**config.mk**
```make
export PLATFORM = sky130hd
export DESIGN_NAME = datapath_ctrl
export DESIGN_NICKNAME = d
export VERILOG_FILES = /design/src/rtl/datapath_ctrl.sv
export SDC_FILE = /design/constraint.sdc
export NUM_CORES = 1
export LEC_CHECK = 0
export CORE_UTILIZATION = 42
export CTS_BUF_LIST = sky130_fd_sc_hd__clkbuf_4 sky130_fd_sc_hd__clkbuf_8 sky130_fd_sc_hd__clkbuf_16
export CTS_CLUSTER_DIAMETER = 150
export DETAILED_ROUTE_END_ITERATION = 8
export GPL_ROUTABILITY_DRIVEN = 1
export PLACE_DENSITY = 0.86
export SLEW_MARGIN = 30
export SYNTH_ARGS = -nofsm -noshare
export SYNTH_HDL_FRONTEND = slang
export SYNTH_SLANG_ARGS = --single-unit
export TNS_END_PERCENT = 50
```
**constraint.sdc**
```tcl
create_clock -name clk -period 3.1 [get_ports clk]
set_input_delay 0.31 -clock clk [delete_from_list [all_inputs] [get_ports clk]]
set_output_delay 0.31 -clock clk [all_outputs]
set_load 0.1 [all_outputs]
```
**src/rtl/datapath_ctrl.sv**
```systemverilog
// datapath_ctrl: multi-cycle fetch/execute controller for the 16-register bus datapath
module datapath_ctrl #(
  parameter logic [15:0] RESET_PC = 16'h0000
) (
  input  logic        clk,
  input  logic        reset,
  input  logic        start,
  output logic        imem_req,
  output logic [15:0] imem_addr,
  input  logic        imem_ack,
  input  logic [23:0] imem_data,
  input  logic [15:0] bus,
  output logic [23:0] func,
  output logic [15:0] address,
  output logic [18:0] reg_sig,
  output logic [18:0] tri_sig,
  output logic        busy,
  output logic        halted,
  output logic        illegal
);
  typedef enum logic [2:0] {IDLE, FETCH, EX1, EX2, EX3, HALTED} state_t;
  localparam logic [3:0] OP_LDI  = 4'h0;
  localparam logic [3:0] OP_MOV  = 4'h1;
  localparam logic [3:0] OP_LDPC = 4'h8;
  localparam logic [3:0] OP_JMP  = 4'h9;
  localparam logic [3:0] OP_HALT = 4'hF;
  localparam logic [18:0] SEL_G   = 19'h10000;
  localparam logic [18:0] SEL_A   = 19'h20000;
  localparam logic [18:0] SEL_IMM = 19'h20000;
  localparam logic [18:0] SEL_PC  = 19'h40000;
  state_t      r_state, w_next;
  logic [15:0] r_pc;
  logic [23:0] r_ir;
  logic        r_illegal;
  logic [3:0]  w_op, w_rx, w_ry;
  logic        w_alu, w_bad;
  logic [18:0] w_rx_oh, w_ry_oh;
  assign w_op    = r_ir[23:20];
  assign w_rx    = r_ir[19:16];
  assign w_ry    = r_ir[15:12];
  assign w_alu   = (w_op >= 4'h2) && (w_op <= 4'h7);
  assign w_bad   = (w_op >= 4'hA) && (w_op <= 4'hE);
  assign w_rx_oh = 19'(1) << w_rx;
  assign w_ry_oh = 19'(1) << w_ry;
  assign imem_req  = (r_state == FETCH);
  assign imem_addr = r_pc;
  assign address   = r_pc;
  assign func      = r_ir;
  assign busy      = (r_state != IDLE) && (r_state != HALTED);
  assign halted    = (r_state == HALTED);
  assign illegal   = r_illegal;
  // state, PC, IR and sticky illegal flag; reset beats start and any late ack
  always_ff @(posedge clk) begin
    if (reset) begin
      r_state   <= IDLE;
      r_pc      <= RESET_PC;
      r_ir      <= '0;
      r_illegal <= 1'b0;
    end else begin
      r_state <= w_next;
      if (r_state == FETCH && imem_ack) begin
        r_ir <= imem_data;
        r_pc <= r_pc + 16'd1;
      end
      if (r_state == EX1 && w_op == OP_JMP) r_pc <= bus;
      if (r_state == EX1 && w_bad) r_illegal <= 1'b1;
    end
  end
  // next-state sequencing; only ALU ops walk through EX2/EX3
  always_comb begin
    w_next = r_state;
    case (r_state)
      IDLE, HALTED: w_next = start ? FETCH : r_state;
      FETCH:        w_next = imem_ack ? EX1 : FETCH;
      EX1:          w_next = w_alu ? EX2 : (w_op == OP_HALT) ? HALTED : FETCH;
      EX2:          w_next = EX3;
      EX3:          w_next = FETCH;
      default:      w_next = IDLE;
    endcase
  end
  // Moore decode of register loads and the single bus driver for this cycle
  always_comb begin
    reg_sig = '0;
    tri_sig = '0;
    if (r_state == EX1) begin
      if (w_op == OP_LDI) begin
        tri_sig = SEL_IMM;
        reg_sig = w_rx_oh;
      end else if (w_op == OP_MOV) begin
        tri_sig = w_ry_oh;
        reg_sig = w_rx_oh;
      end else if (w_alu) begin
        tri_sig = w_rx_oh;
        reg_sig = SEL_A;
      end else if (w_op == OP_LDPC) begin
        tri_sig = SEL_PC;
        reg_sig = w_rx_oh;
      end else if (w_op == OP_JMP) begin
        tri_sig = w_rx_oh;
      end
    end else if (r_state == EX2) begin
      tri_sig = w_ry_oh;
      reg_sig = SEL_G;
    end else if (r_state == EX3) begin
      tri_sig = SEL_G;
      reg_sig = w_rx_oh;
    end
  end
endmodule

```
==> key figures <==
Drt
  • Routed wire per std cell: 15.2 microns
  • DRC: 0
  • M1 WL: 3560 microns
  • Via count: 2942
  • Detailed Route WL: approximately 8100 microns
  • Via density: 5.51
  • Initial DRC count: around 110
  • ANT nets after route: 0
  • WL met2: 3910 microns
  • WL met3: 514 microns
  • Top sig layer: met4
  • First-pass DRT Iterations: 4

Cells and area
  • Fillers: 474
  • FF+latch area: 881 sq um
  • Layout net count: 503
  • Area growth syn-to-layout: 66.9%
  • Layout cells sized above 1: 0.242
  • Antenna fix cells: 0
  • Area of the multi-input gates: 1500 sq um

Worst setup path
  • Worst Path Buf+Inv: 1
  • Worst EP required: 2790 ps
  • R2r setup slk: 910 ps
  • CP max FO: 16
  • Crit path depth: 5
  • R2r worst-path depth: 4
  • Top delay family on crit path: simple AND/OR/NAND/NOR gates
  • Worst Setup End Kind: output port
  • Crit path launch type: flip-flop
  • Slowest stage cell on the critical path: or3b_2
  • Crit path cell chain: or3b_2, a21oi_1, nand3_1, o22ai_1, buf_12
  • CP Data Arrival Time: between 2000 and 3000 ps
  • Crit Path Category: flip-flop to output port
  • Peak per-stage delay on the critical path: 590 ps

Floorplanning
  • Ports: ~140
  • Core area: 5890 sq um
  • Chip height: 79.9 microns
  • Chip width: 79.9 microns
  • Die Area: 6380 sq um
  • Row count: 28
  • Initial Util: 0.433

Synthesis
  • Async set-reset flop share out of synthesis: 0
  • Synth top area cells: dfxtp_1 35%, nand2_1 10%, a21oi_1 5.9%, buf_4 5.0%, nor2_1 4.3%
  • Post-synthesis sequential area ratio: 0.346
  • Synth top area share: 0.346
  • Synth unique cells: 50
  • Post-synth EDFFs: 0
  • Cell with the most instances after synthesis: nand2_1
  • Post-Syn Nets: 387
  • Top_reg_cell synth: dfxtp_1
  • Top post-synthesis cells by count: 68 x nand2_1, 44 x dfxtp_1, 30 x a21oi_1, 29 x nor2_1, 17 x buf_4
  • Synthesized area: 2550 sq um
  • Mapped Cells: 342
  • YS warnings: 0
  • Mapped Avg Cell Area: 7.45 sq um
  • Post-synth top area cell: dfxtp_1
  • Synth Register Bits: 44

STA
  • Final setup fails: 0
  • Min cycle time layout: 2830 ps
  • Post-route setup TNS: 0 ps
  • Worst Max-Slew Pin Slew: 983 ps
  • Fmax: 353 MHz
  • Final worst path period share: 0.913
  • Clock skew: between 9 and 10 ps
  • Max-slew headroom: 0.343
  • Hold Slack: 446 ps
  • Final Hold Fails: 0
  • RSZ-0062 raised after global routing: false
  • Final WS setup: 270 ps
  • Final slew viol count: 0

Clock tree
  • H-tree depth: 2
  • Root buffer selected by CTS: clkbuf_8
  • Hold-fix buffer count after cts: 0
  • Reg clk slew, reported paths: 90 ps
  • # clock sinks: 44
  • Bufs on Longest Clock Path: 2
  • Setup Buffers After CTS: 0
  • TritonCTS buffer count: 5
  • CTS tree: done
  • Clk Latency, worst-skew pair: 300 ps
  • Post-CTS Resized: 0

Power
  • Sequential power share: 0.456
  • Net load switching power: 458 uW
  • Gate power share: 0.251
  • Switch share: 0.344
  • Power consumption: 1.33 mW
  • Power share of the clock group: 0.292
  • Worst vdd ir: 0.256 mV
  • Cell Int Power: 871 uW
  • Power per cell area: roughly 310 nW/um^2
  • LEAKAGE: 1.53 nW

GRT
  • Initial antenna violation count: 0
  • Gr usage total: 0.254
  • Vias in the first global route: 2666
  • Total grt overflow: 0
  • Largest net degree at the start of global routing: 24
  • First-pass GRT wire length: 12800 microns

Run status
  • Status: completed

Place
  • Post-Place Setup Slack: 628 ps
  • GPL Wtd Cong: 0.868
  • Port Buf Inserts: 140
  • Dpl hpwl: 6140 microns

Job
  • Max_cap viols: 0

Min path
  • Worst Hold Class: primary input to flip-flop
  • Hold path depth: 2
[layer usage]
| metal | global-route usage | vias to the layer above |
|---|---|---|
| li1 | - | 1437 |
| met1 | 0.335 | 1381 |
| met2 | 0.419 | 114 |
| met3 | 0.0514 | 10 |
| met4 | 0.0661 | 0 |
| met5 | 0 | - |
[metrics by stage]
stage	area, sq um	util	std cells
2_1_floorplan	2610	-	342
3_3_place_gp	4160	0.706	526
3_5_place_dp	4160	0.706	526
4_1_cts	4250	0.723	534
5_1_grt	4250	0.723	534
6_report	4250	0.723	534
[sequential cells by signal (all words and copies together) (netlist names)]
name,flops
r_state,3
func,24
illegal,1
address,16
[path summary, 6_finish.rpt]
kind	end	startpoint
worst min register to register	func[8]	func[8]
worst max-delay path	tri_sig[13]	r_state[0]
worst max register to register	address[13]	r_state[0]
worst min-delay path	illegal	reset
[cell type report]
class | count | share of cell area
clock buffer | 6 | 0.0194
clock inverter | 2 | 0.00353
inverter | 5 | 0.00441
multi-input combinational | 256 | 0.353
sequential | 44 | 0.207
tap | 75 | 0.0221
timing repair buffer | 146 | 0.390
[power by group through the flow]
stage / combinational, mW / clock [mW] / sequential (mW)
final: 0.334 / 0.388 / 0.606
after global routing: 0.350 / 0.414 / 0.610
after CTS: 0.334 / 0.393 / 0.606
after detailed placement: 0.333 / 0 / 0.619
after global placement: 0.331 / 0 / 0.618
after floorplan: 0.133 / 0 / 0.707
[logic make-up (layout without fill, tap and decap cells)]
kind of cell / after synthesis / in the layout / synth area share
other: 1 / 1 / 0.00147
buffers and inverters: 42 / 159 / 0.0933
DFF: 44 / 44 / 0.346
xor gates and xnor gates: 5 / 5 / 0.0172
adders and majority gates: 1 / 1 / 0.00491
AOI/OAI and AO/OA: 82 / 82 / 0.207
and+or+nand+nor: 167 / 167 / 0.330
[cell usage in the layout (no fill, tap or decap), drive strengths merged, types with 2 or more instances in the layout]
| cell | n |
|---|---|
| nor3b | 5 |
| and4 | 4 |
| clkdlybuf4s50 | 66 |
| a211oi | 6 |
| and3 | 4 |
| inv | 5 |
| nand3 | 10 |
| nor2 | 29 |
| clkinvlp | 2 |
| nand2 | 68 |
| or2 | 2 |
| or3 | 3 |
| a21oi | 30 |
| nand2b | 11 |
| a311oi | 5 |
| and2 | 4 |
| clkbuf | 6 |
| dfxtp | 44 |
| buf | 80 |
| o21ai | 5 |
| a31oi | 4 |
| o22ai | 16 |
| or4 | 2 |
| nor4bb | 2 |
| nand4bb | 2 |
| nor3 | 11 |
| xnor2 | 4 |
| o2111ai | 5 |
| nand4 | 3 |
| nor4 | 2 |
| a41o | 2 |
| nor4b | 2 |
No activity file was read; power rests on OpenSTA's default activity.
